### src/rtl/hazard_pkg.sv
`default_nettype none
// +------------------------------------------------------------------+
// | hazard_pkg : Tuse/Tnew timing codes and bypass-select encodings  |
// | Revision   : 1.0                                                 |
// +------------------------------------------------------------------+
package hazard_pkg;

    localparam logic [1:0] TUSE_BRANCH = 2'd0;
    localparam logic [1:0] TUSE_ALU    = 2'd1;
    localparam logic [1:0] TUSE_STORE  = 2'd2;
    localparam logic [1:0] TUSE_NONE   = 2'd3;

    localparam logic [1:0] TNEW_READY  = 2'd0;
    localparam logic [1:0] TNEW_ALU    = 2'd1;
    localparam logic [1:0] TNEW_LOAD   = 2'd2;

    localparam logic [1:0] FWD_RF      = 2'd0;
    localparam logic [1:0] FWD_E       = 2'd1;
    localparam logic [1:0] FWD_M       = 2'd2;
    localparam logic [1:0] FWD_W       = 2'd3;

    // Register 0 is hardwired, so it never creates a dependency.
    function automatic logic reg_hit(input logic [4:0] src, input logic [4:0] dst);
        return (src != 5'd0) && (src == dst);
    endfunction

    function automatic logic [1:0] fwd_pick(input logic e_ok, input logic m_ok,
                                            input logic w_ok);
        if (e_ok)      return FWD_E;
        else if (m_ok) return FWD_M;
        else if (w_ok) return FWD_W;
        else           return FWD_RF;
    endfunction

endpackage
`default_nettype wire

### src/rtl/md_busy_tracker.sv
`default_nettype none
// +------------------------------------------------------------------+
// | md_busy_tracker : busy countdown for the multi-cycle mult/div    |
// | Revision        : 1.0                                            |
// +------------------------------------------------------------------+
module md_busy_tracker #(
    parameter int MULT_LAT = 5,
    parameter int DIV_LAT  = 10,
    parameter int CNT_W    = 4
) (
    input  logic clk,
    input  logic reset,
    input  logic md_start_E,
    input  logic md_div_E,
    output logic md_busy
);

    localparam logic [CNT_W-1:0] MULT_LOAD = CNT_W'(MULT_LAT);
    localparam logic [CNT_W-1:0] DIV_LOAD  = CNT_W'(DIV_LAT);

    logic [CNT_W-1:0] busy_cnt_q;
    logic [CNT_W-1:0] busy_cnt_d;

    // A start while still counting is ignored; the stall logic prevents it.
    always_comb begin
        busy_cnt_d = busy_cnt_q;
        if (busy_cnt_q != '0) begin
            busy_cnt_d = busy_cnt_q - CNT_W'(1);
        end else if (md_start_E) begin
            busy_cnt_d = md_div_E ? DIV_LOAD : MULT_LOAD;
        end
    end

    always_ff @(posedge clk) begin
        if (reset) begin
            busy_cnt_q <= '0;
        end else begin
            busy_cnt_q <= busy_cnt_d;
        end
    end

    assign md_busy = (busy_cnt_q != '0);

endmodule
`default_nettype wire

### src/rtl/hazard_ctrl.sv
`default_nettype none
// +------------------------------------------------------------------+
// | hazard_ctrl : stall/flush/bypass scheduler for the 5-stage MIPS  |
// |               pipeline. HAZARD_STATS_EN adds a stall counter.    |
// | Revision    : 1.0                                                |
// +------------------------------------------------------------------+
module hazard_ctrl
    import hazard_pkg::*;
#(
    parameter int MULT_LAT = 5,
    parameter int DIV_LAT  = 10,
    parameter int CNT_W    = 4
) (
    input  logic        clk,
    input  logic        reset,
    input  logic [4:0]  rs_D,
    input  logic [4:0]  rt_D,
    input  logic [1:0]  tuse_rs_D,
    input  logic [1:0]  tuse_rt_D,
    input  logic [4:0]  rs_E,
    input  logic [4:0]  rt_E,
    input  logic [4:0]  rt_M,
    input  logic [4:0]  a3_E,
    input  logic [4:0]  a3_M,
    input  logic [4:0]  a3_W,
    input  logic [1:0]  tnew_E,
    input  logic [1:0]  tnew_M,
    input  logic        md_D,
    input  logic        md_start_E,
    input  logic        md_div_E,
    output logic        stall_F,
    output logic        stall_D,
    output logic        flush_E,
    output logic [1:0]  fwd_rs_D,
    output logic [1:0]  fwd_rt_D,
    output logic [1:0]  fwd_rs_E,
    output logic [1:0]  fwd_rt_E,
    output logic        fwd_rt_M,
    output logic        md_busy
`ifdef HAZARD_STATS_EN
    ,
    output logic [31:0] stall_cnt
`endif
);

    logic data_stall;
    logic md_stall;
    logic stall;

    md_busy_tracker #(
        .MULT_LAT (MULT_LAT),
        .DIV_LAT  (DIV_LAT),
        .CNT_W    (CNT_W)
    ) u_md_busy_tracker (
        .clk        (clk),
        .reset      (reset),
        .md_start_E (md_start_E),
        .md_div_E   (md_div_E),
        .md_busy    (md_busy)
    );

    // A consumer stalls when it needs the value sooner than the producer makes it.
    always_comb begin
        data_stall = (reg_hit(rs_D, a3_E) && (tuse_rs_D < tnew_E))
                   | (reg_hit(rs_D, a3_M) && (tuse_rs_D < tnew_M))
                   | (reg_hit(rt_D, a3_E) && (tuse_rt_D < tnew_E))
                   | (reg_hit(rt_D, a3_M) && (tuse_rt_D < tnew_M));
        md_stall   = md_D && (md_busy || md_start_E);
        stall      = !reset && (data_stall || md_stall);
    end

    always_comb begin
        stall_F  = stall;
        stall_D  = stall;
        flush_E  = stall;
        fwd_rs_D = FWD_RF;
        fwd_rt_D = FWD_RF;
        fwd_rs_E = FWD_RF;
        fwd_rt_E = FWD_RF;
        fwd_rt_M = 1'b0;
        if (!reset) begin
            fwd_rs_D = fwd_pick(reg_hit(rs_D, a3_E) && (tnew_E == TNEW_READY),
                                reg_hit(rs_D, a3_M) && (tnew_M == TNEW_READY),
                                reg_hit(rs_D, a3_W));
            fwd_rt_D = fwd_pick(reg_hit(rt_D, a3_E) && (tnew_E == TNEW_READY),
                                reg_hit(rt_D, a3_M) && (tnew_M == TNEW_READY),
                                reg_hit(rt_D, a3_W));
            // The E stage cannot bypass from itself.
            fwd_rs_E = fwd_pick(1'b0,
                                reg_hit(rs_E, a3_M) && (tnew_M == TNEW_READY),
                                reg_hit(rs_E, a3_W));
            fwd_rt_E = fwd_pick(1'b0,
                                reg_hit(rt_E, a3_M) && (tnew_M == TNEW_READY),
                                reg_hit(rt_E, a3_W));
            fwd_rt_M = reg_hit(rt_M, a3_W);
        end
    end

`ifdef HAZARD_STATS_EN
    logic [31:0] stall_cnt_q;
    logic [31:0] stall_cnt_d;

    always_comb begin
        stall_cnt_d = stall_cnt_q + 32'(stall);
    end

    always_ff @(posedge clk) begin
        if (reset) begin
            stall_cnt_q <= '0;
        end else begin
            stall_cnt_q <= stall_cnt_d;
        end
    end

    assign stall_cnt = stall_cnt_q;
`endif

endmodule
`default_nettype wire

### config.mk
export PLATFORM = sky130hd
export DESIGN_NAME = hazard_ctrl
export DESIGN_NICKNAME = d
export VERILOG_FILES = /design/src/rtl/hazard_pkg.sv /design/src/rtl/md_busy_tracker.sv /design/src/rtl/hazard_ctrl.sv
export SDC_FILE = /design/constraint.sdc
export NUM_CORES = 1
export LEC_CHECK = 0
export BUFFER_PORTS_ARGS = -buffer_cell sky130_fd_sc_hd__buf_2
export CORE_MARGIN = 1
export CORE_UTILIZATION = 40
export CTS_BUF_LIST = sky130_fd_sc_hd__clkbuf_8
export DETAILED_ROUTE_END_ITERATION = 10
export GPL_TIMING_DRIVEN = 0
export MAX_ROUTING_LAYER = met4
export PLACE_DENSITY = 0.87
export REMOVE_ABC_BUFFERS = 1
export SLEW_MARGIN = 20
export SYNTH_ARGS = -nofsm -noshare
export SYNTH_HDL_FRONTEND = slang
export SYNTH_SLANG_ARGS = --single-unit
### constraint.sdc
create_clock -name clk -period 1.5 [get_ports clk]
set_input_delay 0.15 -clock clk [delete_from_list [all_inputs] [get_ports clk]]
set_output_delay 0.15 -clock clk [all_outputs]
set_load 0.05 [all_outputs]
Yosys cells after proc, flatten, opt, wreduce, memory -nomap -nowiden
Index checks and enable logic that the tools add are counted.

Word-level logic and storage cells: 73. Flip-flop bits (word level): 4. Output and inout bits: 13.

$add $sub $neg: 1. Equality and inequality tests: 11. Reduce and logical (&&, ||, !) cells: 35. Bitwise gates (word level): 3. $lt $le $gt $ge: 4. Muxes and demuxes: 18.

Operator list (number): 5-bit equality test (11); 2-bit 2-to-1 mux (14); 5-bit nonzero test (5); 1-bit logical AND (23); 4-bit 2-to-1 mux (3); 2-bit less-than comparator (4); 2-bit zero test (2); 4-bit nonzero test (1); 4-bit by 1-bit subtractor with 4-bit output, second input constant (1); 1-bit OR (3); 1-bit logical OR (2); 2-bit nonzero test (1); 1-bit zero test (1); 1-bit 2-to-1 mux (1).

Logic depth before layout (Yosys ltp)
Gate-level depths: netlist of run 1.

Depth in word-level cells: 8. Gate-level depth with buffers: 9. Mapped depth without buffers: 7.

Hierarchy
From an unflattened synthesis of run 1, not the netlist that was laid out.

Cells, all modules: 163. Area, all modules: 1207.4 sq um.

Modules (own cells, without submodules): hazard_ctrl (area an instance 984.7 sq um, cells an instance 138, sequential area each 0.0 sq um, times used 1); md_busy_tracker (area an instance 222.7 sq um, cells an instance 25, sequential area each 80.1 sq um, times used 1).

Worst setup path before layout of run 1
OpenSTA, ideal clock, no wires.

Kind: reg-to-output. Start: register u_md_busy_tracker.busy_cnt_q[0]. End: output port stall_D. Path slack: -1.500 ns. Stages on the path, launching flop included: 10. Buffers on the path: 2. Required time: 1.350 ns. Data arrival time: 2.850 ns. Path through: dfxtp_1 inv_1 ha_1 or3b_1 clkbuf_1 nor2_1 nor2b_1 a21oi_1 a31oi_1 buf_4.

Cells in the longest elaborated chain, start to end: 5.

RTL lines: start: declaration (line md_busy_tracker.sv:21) `logic [CNT_W-1:0] busy_cnt_q;`; start signal: assignment (line md_busy_tracker.sv:38) `busy_cnt_q <= busy_cnt_d;`; 4-bit nonzero test (line md_busy_tracker.sv:42) `assign md_busy = (busy_cnt_q != '0);`; named net md_busy (line hazard_ctrl.sv:39) `output logic md_busy`; 1-bit logical OR (line hazard_ctrl.sv:68) `md_stall = md_D && (md_busy || md_start_E);`; 1-bit logical AND (line hazard_ctrl.sv:68); 1-bit logical OR (line hazard_ctrl.sv:69) `stall = !reset && (data_stall || md_stall);`; 1-bit logical AND (line hazard_ctrl.sv:69); end: declaration (line hazard_ctrl.sv:32) `output logic stall_D,`.

The timed path passes the listed nets, and every way through them passes these cells.

Worst setup path after layout of run 1
Start: register u_md_busy_tracker.busy_cnt_q[1]. End: output port stall_D.

Cells in the longest elaborated chain, start to end: 5.

RTL lines (line): 4-bit nonzero test (md_busy_tracker.sv:42); 1-bit logical OR (hazard_ctrl.sv:68); 1-bit logical AND (hazard_ctrl.sv:68); 1-bit logical OR (hazard_ctrl.sv:69); 1-bit logical AND (hazard_ctrl.sv:69).

Every way passes these cells.

==> results of run 1 <==
==> synthesized netlist by cell type, types with 4 or more instances <==
master	number
a211oi_1	5
nand4_1	5
nand2_1	4
clkbuf_1	8
nor4_1	11
nor2b_1	4
xnor2_1	31
nor3_1	7
inv_1	4
a21oi_1	11
nor2_1	10
ha_1	5
nand3_1	8
nand2b_1	5
xor2_1	23
dfxtp_1	4
==> worst max-delay path: stages, from the launching register on <==
cell     delay [ns]
dfxtp_2        0.31
inv_2          0.07
ha_4           0.13
or3b_4         0.40
nor2_4         0.11
nor2b_2        0.05
a21oi_2        0.15
a31oi_4        0.12
buf_6          0.17
==> worst paths after layout <==
path | startpoint | end | slack (ns) | depth (start not counted)
min reg2reg | u_md_busy_tracker.busy_cnt_q[2] | u_md_busy_tracker.busy_cnt_q[2] | 0.53 | 2
max | u_md_busy_tracker.busy_cnt_q[1] | stall_D | -0.40 | 8
max reg2reg | u_md_busy_tracker.busy_cnt_q[1] | u_md_busy_tracker.busy_cnt_q[0] | -0.04 | 6
min | md_div_E | u_md_busy_tracker.busy_cnt_q[0] | 0.30 | 3
==> final cells by class <==
class / count / area, um2
clock buffers: 3 / 41.29
inverters: 4 / 15.01
well taps: 31 / 38.79
flip-flops and latches: 4 / 85.08
fillers: 202 / 797.0
multi-input cells: 144 / 1241
repair buffers: 77 / 539.3
==> report_power, final <==
part | total [mW] | internal [mW] | switching (mW)
combinational | 1.17 | 0.544 | 0.627
sequential | 0.212 | 0.166 | 0.0458
clock | 0.226 | 0.171 | 0.0550
==> timing repair <==
| action | CTS | global route |
|---|---|---|
| pin swaps | 13 | 13 |
| buffers inserted | 9 | 3 |
| resized for setup | 53 | 35 |
| endpoints found under the setup margin | 10 | 14 |
==> metrics by stage <==
step                      TNS [ns]  total power, mW
after detailed placement    -2.476           0.9807
after floorplan             -10.83           0.7405
after global routing        -2.491            1.705
final                       -2.027            1.608
after CTS                   -1.861            1.512
after global placement      -2.335           0.9626
==> cells by family (layout without fill, tap and decap cells) <==
family,Yosys count,count (layout),share of synthesized area (%)
xor+xnor,54,54,40.73
buf+inv,14,84,5.172
fa+ha+maj,5,5,5.388
compound gates,25,25,13.58
flops,4,4,6.897
simple gates,60,60,28.23
==> layer usage <==
layer | up-vias | wire length, um | GRT usage [%] | share of wire [%]
li1 | 720 | - | - | -
met1 | 670 | 1575 | 27.64 | 42
met2 | 57 | 1979 | 43.20 | 52
met3 | 4 | 192 | 1.860 | 5.1
met4 | 0 | 32 | 6.272 | 0.85
met5 | - | 0 | - | 0
==> metrics.txt, run 1 <==
Hold WS 0.3034 ns; Final Cell Area 0.001961 mm2; data arrival time of the worst path ~1.8 ns; DR pass1 iterations 4; routed vias/inst 5.517; clock buffer count from CTS 3; Post-synth EDFFs 0; CTS Hold Bufs 0; gpl congestion ~0.8; final WL 3.780 mm; Hold Vio Cnt, Final 0; post-route clock period utilization 126.4%; depth of the CTS H-tree 1; top cell type's share of synthesized area a little under a quarter; failing checks setup timing; Most used DFF post-synth dfxtp_1; Finished Layout Cells 263; mean post-synth cell area between 7 and 8 um2; clk_skew between 0.003 and 0.004 ns; via count roughly 1500; antenna violations before repair 0; ys async rst share 0%; most common cell after layout, fill and taps aside buf_2; CTS Sinks 4; Clock Path Buffers 2; Worst Setup End Kind output port; first-pass GRT wire length between 5 and 6 mm; flop and latch count out of synthesis 4; Reg clk slew, reported paths approximately 0.030 ns; Synthesis Warnings 0; max FFs per register 4; relative slew slack between 70 and 80%; vias in the first global route 1326; row count 19; fmax between 0.5 and 0.6 GHz; Core Util, Final 71.10%; HP Class in2reg; port bufs 65; Post-DP Area approximately 0.0015 mm2; Final Slew Violations 0; RSZ-0062 raised after global routing true; fraction of layout cells with a size suffix above 1 between 40 and 50%; Synth area leader xnor2_1; library cells used by synthesis 28; CP startpoint kind register; GRT overflow 0; Worst Max-Slew Pin Slew 0.3640 ns; final worst slack -0.3963 ns; maximum vdd drop roughly 1.3 mV; Final setup viols 9; detailed-placement wirelength estimate roughly 2.5 mm; Core Box Area between 0.002 and 0.003 mm2; Die Area between 0.003 and 0.004 mm2; post-route ant nets 0; fin nets about 290; Initial Util 42.11%; max_cap viols 0; status complete, but fails checks; synth top area cells xnor2_1, xor2_1, dfxtp_1; Setup CP Type reg2out; Die X between 50 and 60 um; # diodes 0; CTS Root Cell clkbuf_8; Mapped Area approximately 0.0012 mm2; Biggest register u_md_busy_tracker.busy_cnt_q; Seq/Total Area, Yosys under 10%; CTS tree yes; GRT Overall Usage a little under a quarter; Setup WS pre-CTS -0.3903 ns; most frequent cells in the layout buf_2, xnor2_1, xor2_1; num ports 66; largest net degree at the start of global routing 15; Initial DRC Count between 60 and 70; fin crit period approximately 1.9 ns; Worst-Skew Late Latency roughly 0.22 ns; # DRC 0; critical path data required time 1.35 ns; area delta synth->final 68.86%; biggest regs u_md_busy_tracker.busy_cnt_q (4); Cells after DPL 248; crit-path max FO 3; Die Y between 50 and 60 um; P per Cell Area roughly 820 mW/mm2; WL/cell ~14 um; Post-Synthesis Cells between 150 and 200; LEAKAGE roughly 0.78 nW
Note: power is estimated with default switching activity, not from simulation.
==> inputs of run 2 (changes only) <==
- SLEW_MARGIN: 20 -> 30
- TNS_END_PERCENT: unset -> 50
==> run 2 against run 1 <==
Against the previous run: the run still ends with setup timing left; sequential power barely moved; first-iteration DRC count rose by 29%; wire length up 6.3%; sequential share of layout area decreased by 0.073 points; hold slack improved by 0.0080 ns; cell area increased by 1.7%; non-clock buffer count rose by 1; critical path depth stayed put; register-to-register slack hardly changed; die area unchanged; setup slack improved by 0.0013 ns; largest cell class unchanged.
==> metrics.txt, run 2 (synthesis gave the netlist of run 1 again) <==
status complete, but fails checks; failing checks setup timing; fin crit period 1.895 ns (-0.001271 ns); via count 1472 (+1.4%); Final setup viols 9 (unchanged); depth of the CTS H-tree 1 (unchanged); Post-DP Area 0.001480 mm2 (unchanged); Worst path max stage delay 0.40 ns (about the same); Clock Path Buffers 2 (unchanged); final WL 4.018 mm (+6.3%); port bufs 65 (unchanged); most common cell after layout, fill and taps aside buf_2; post-route ant nets 0 (unchanged); Setup CP Type reg2out; # diodes 0 (unchanged); max_cap viols 0 (unchanged); num ports 66 (unchanged); clock buffer count from CTS 3 (unchanged); P per Cell Area 817.0 mW/mm2 (-0.41%); CTS Sinks 4 (unchanged); Final Cell Area 0.001994 mm2 (+1.7%); max FFs per register 4 (unchanged); CP startpoint kind register; Worst Setup End Kind output port; CTS tree yes; Hold Vio Cnt, Final 0 (unchanged); maximum vdd drop 1.323 mV (-0.31%); GRT overflow 0 (unchanged); DR pass1 iterations 4 (unchanged); fmax 0.5277 GHz (about the same); fraction of layout cells with a size suffix above 1 50.21% (+1.5 points); crit-path max FO 3 (unchanged); Finished Layout Cells 264 (+0.38%); Final Slew Violations 0 (unchanged); final worst slack -0.3950 ns (+0.001271 ns); Core Util, Final 72.32% (+1.2 points); fin nets 293 (+0.34%); area delta synth->final 71.77%; CTS Root Cell clkbuf_8; worst path cell trace inv_2 -> ha_4 -> or3b_4 -> nor2_4 -> nor2b_2 -> a21oi_2 -> a31oi_4 -> buf_6; post-route clock period utilization 126.3% (about the same); gpl congestion 0.8023 (unchanged); critical path data required time 1.35 ns (about the same); routed vias/inst 5.576 (+1.1%); Initial DRC Count 85 (+29%); clk_skew 0.003439 ns (+0.00009907 ns); most frequent cells in the layout buf_2, xnor2_1, xor2_1; LEAKAGE 0.7888 nW (+1.5%); Initial Util 42.11% (unchanged); largest net degree at the start of global routing 15 (unchanged); HP Class in2reg; Die Y 55.88 um (unchanged); Worst-Skew Late Latency 0.22 ns (about the same); # DRC 0 (unchanged); antenna violations before repair 0 (unchanged); relative slew slack 75.50% (about the same); Die X 55.88 um (unchanged); row count 19 (unchanged); vias in the first global route 1316 (-0.75%); Reg clk slew, reported paths 0.03 ns (about the same); detailed-placement wirelength estimate 2.531 mm (unchanged); first-pass GRT wire length 5.658 mm (-2.6%); Die Area 0.003122 mm2 (unchanged); Biggest register u_md_busy_tracker.busy_cnt_q; RSZ-0062 raised after global routing true; GRT Overall Usage 22.90% (-0.65 points); WL/cell 15.22 um (+5.9%); slowest CP cell or3b_4; r2r setup slk -0.04 ns (about the same); Worst Max-Slew Pin Slew 0.3644 ns (+0.0003992 ns); total negative slack -2.108 ns (-0.08061 ns); biggest regs u_md_busy_tracker.busy_cnt_q (4); Core Box Area 0.002758 mm2 (unchanged); Cells after DPL 248 (unchanged); data arrival time of the worst path 1.75 ns (about the same)
[run 2: changes by cell type in the layout (fill, tap and decap cells not counted), sizes merged]
cell | previous run | this run
clkbuf | 3 | 6
buf | 77 | 75
[run 2: final cells by class]
cell class | count | area, um2
Fill cell | 200 | 763.2
Sequential cell | 4 | 85.08
Clock buffer | 3 | 41.29
Tap cell | 31 | 38.79
Timing Repair Buffer | 78 | 544.3
Inverter | 4 | 15.01
Multi-Input combinational cell | 144 | 1270
[run 2: per-layer routing]
layer / track usage (%) / part of all wire [%] / vias to the layer above
met5: - / 0 / -
met2: 42.17 / 54 / 68
li1: - / - / 715
met4: 6.272 / 0.80 / 0
met3: 1.860 / 5.0 / 4
met1: 26.64 / 40 / 685
[run 2: metrics by stage]
step | hold WS, ns | worst slack (ns) | power (mW)
after CTS | 0.2760 | -0.3818 | 1.494
after floorplan | 0.2191 | -2.305 | 0.7405
final | 0.3114 | -0.3950 | 1.629
after global placement | 0.4927 | -0.3648 | 0.9626
after detailed placement | 0.5098 | -0.3903 | 0.9807
after global routing | 0.3299 | -0.4308 | 1.723
[run 2: timing repair]
item | CTS | global route
hold buffers | 0 | 0
cloned | 0 | 0
pin swaps | 10 | 21
setup endpoints to repair | 10 | 14
buffers inserted | 8 | 5
gates resized for setup | 42 | 51
[run 2: where the power goes]
group	internal [mW]	switching (mW)	leakage, nW
Combinational	0.555	0.637	0.733
Clock	0.171	0.0549	0.0216
Sequential	0.166	0.0451	0.0339
[run 2: worst paths after layout]
path | startpoint | cells past startpoint | endpoint
worst max register to register | u_md_busy_tracker.busy_cnt_q[1] | 6 | u_md_busy_tracker.busy_cnt_q[0]
worst max-delay path | u_md_busy_tracker.busy_cnt_q[1] | 8 | stall_D
worst min register to register | u_md_busy_tracker.busy_cnt_q[2] | 2 | u_md_busy_tracker.busy_cnt_q[2]
worst min-delay path | md_div_E | 3 | u_md_busy_tracker.busy_cnt_q[0]
[run 2: critical path, delay by kind of cell, from the launching register on]
kind                       cells  cell delay (ns)
AOI/OAI and AO/OA              2             0.28
adders and majority gates      1             0.13
buffers and inverters          2             0.24
DFF                            1             0.31
and+or+nand+nor                3             0.56
==> inputs of run 3 (changes only) <==
- SETUP_SLACK_MARGIN: unset -> 0.1
==> run 3 against run 2 <==
Against the previous run: the run still ends with setup timing left; clock skew about the same; via count fell by 2.9%; cell area decreased by 2.1%; critical path type unchanged.
==> metrics.txt, run 3 (synthesis gave the netlist of run 1 again) <==
post-route ant nets 0 (unchanged); most common cell after layout, fill and taps aside buf_2; P_sw 0.7290 mW (-1.1%); fraction of layout cells with a size suffix above 1 48.28% (-1.9 points); P per Cell Area 824.5 mW/mm2 (+0.92%); status complete, but fails checks; final WL 3.818 mm (-5.0%); Final setup viols 9 (unchanged); via count 1430 (-2.9%); CTS Sinks 4 (unchanged); detailed-placement wirelength estimate 2.531 mm (unchanged); clock buffer count from CTS 3 (unchanged); fmax 0.5263 GHz (-0.27%); biggest regs u_md_busy_tracker.busy_cnt_q (4); Comb pwr share 72.8% (-0.4 points); failing checks setup timing; Worst-Skew Late Latency 0.22 ns (about the same); Sequential Power Share 13.1% (about the same); GRT Overall Usage 23.65% (+0.75 points); area delta synth->final 68.10%; Finished Layout Cells 263 (-0.38%); fill count 210 (+5.0%); Worst Setup End Kind output port; Worst path max stage delay 0.40 ns (about the same); row count 19 (unchanged); largest net degree at the start of global routing 15 (unchanged); clk_skew 0.003705 ns (+0.0002659 ns); gpl congestion 0.8023 (unchanged); Initial Util 42.11% (unchanged); # DRC 0 (unchanged); critical path data required time 1.35 ns (about the same); antenna violations before repair 0 (unchanged); max FFs per register 4 (unchanged); Int Pwr 0.8804 mW (-1.3%); first-pass GRT wire length 5.830 mm (+3.0%); Reg clk slew, reported paths 0.03 ns (about the same); Final Slew Violations 0 (unchanged); WL/cell 14.52 um (-4.6%); vias in the first global route 1332 (+1.2%); # diodes 0 (unchanged); slowest CP cell or3b_4; clock network power share 14.1% (+0.2 points); LEAKAGE 0.7737 nW (-1.9%); CP top delay family simple AND/OR/NAND/NOR gates; post-route clock period utilization 126.7% (+0.34 points); Setup CP Type reg2out; Core Box Area 0.002758 mm2 (unchanged); HP Class in2reg; depth of the CTS H-tree 1 (unchanged); CP startpoint kind register; fin nets 292 (-0.34%); Clock Path Buffers 2 (unchanged); CTS tree yes; data arrival time of the worst path 1.75 ns (about the same); max_cap viols 0 (unchanged); num ports 66 (unchanged); Cells after DPL 248 (unchanged); Initial DRC Count 56 (-34%); GRT overflow 0 (unchanged); most frequent cells in the layout buf_2, xnor2_1, xor2_1; crit-path max FO 3 (unchanged); Sw Share 45.30% (+0.045 points); Setup WS pre-CTS -0.3903 ns (unchanged); worst path cell trace inv_2 -> ha_4 -> or3b_4 -> nor2_4 -> nor2b_2 -> a21oi_2 -> a31oi_4 -> buf_6; Die Area 0.003122 mm2 (unchanged); Hold Vio Cnt, Final 0 (unchanged); port bufs 65 (unchanged); Worst Max-Slew Pin Slew 0.3636 ns (-0.0008649 ns); final worst slack -0.4001 ns (-0.005097 ns); DR pass1 iterations 4 (unchanged); routed vias/inst 5.437 (-2.5%); relative slew slack 75.58% (+0.078 points); maximum vdd drop 1.335 mV (+0.92%); CTS Root Cell clkbuf_8; Biggest register u_md_busy_tracker.busy_cnt_q; Die Y 55.88 um (unchanged); fin crit period 1.900 ns (+0.005097 ns); Buf+Inv Stages, Crit Path 2 (unchanged); RSZ-0062 raised after global routing true; Die X 55.88 um (unchanged)
==> run 3: area by class of cell <==
| type | instances | area, um2 | area share [%] |
|---|---|---|---|
| repair buffers | 77 | 540.5 | 27.69 |
| clock buffers | 3 | 41.29 | 2.115 |
| multi-input cells | 144 | 1231 | 63.08 |
| inverters | 4 | 15.01 | 0.7692 |
| well taps | 31 | 38.79 | 1.987 |
| flip-flops and latches | 4 | 85.08 | 4.359 |
==> run 3: final timing paths <==
| check | slack [ns] | to | startpoint | cells after the start |
|---|---|---|---|---|
| max | -0.40 | stall_D | u_md_busy_tracker.busy_cnt_q[1] | 8 |
| min | 0.31 | u_md_busy_tracker.busy_cnt_q[0] | md_div_E | 3 |
| max reg2reg | -0.04 | u_md_busy_tracker.busy_cnt_q[0] | u_md_busy_tracker.busy_cnt_q[1] | 6 |
| min reg2reg | 0.53 | u_md_busy_tracker.busy_cnt_q[2] | u_md_busy_tracker.busy_cnt_q[2] | 2 |
==> run 3: worst min-delay path, delay by kind of cell <==
kind	cells	cell delay [ns]
compound gates	2	0.19
buf+inv	1	0.13
==> run 3: repair_timing <==
item                                    4_1_cts  5_1_grt
resized for setup                            57       28
buffers inserted                              9        3
hold buffers                                  0        0
endpoints found under the setup margin       15       15
pin swaps                                    13       13
==> run 3: metal layers <==
metal	track usage (%)	part of all wire, %
met5	-	0
met1	27.78	42
met3	1.860	5.1
met2	43.37	52
met4	6.272	0.84
==> run 3: power by group through the flow <==
stage | clock, mW | sequential (mW) | combinational (mW)
after detailed placement | 0 | 0.205 | 0.776
after global placement | 0 | 0.200 | 0.762
after global routing | 0.238 | 0.215 | 1.25
after CTS | 0.226 | 0.207 | 1.08
after floorplan | 0 | 0.191 | 0.550
final | 0.227 | 0.210 | 1.17
==> run 3: metrics by stage <==
| step | instance area (um2) | hold slack (ns) | total power [mW] | TNS [ns] | utilization, % |
|---|---|---|---|---|---|
| final | 1952 | 0.3098 | 1.609 | -2.034 | 70.78 |
| after detailed placement | 1480 | 0.5098 | 0.9807 | -2.476 | 53.68 |
| after global placement | 1480 | 0.4927 | 0.9626 | -2.335 | 53.68 |
| after CTS | 1803 | 0.2760 | 1.513 | -1.861 | 65.38 |
| after floorplan | 1116 | 0.2191 | 0.7405 | -10.83 | - |
| after global routing | 1952 | 0.3299 | 1.703 | -2.492 | 70.78 |
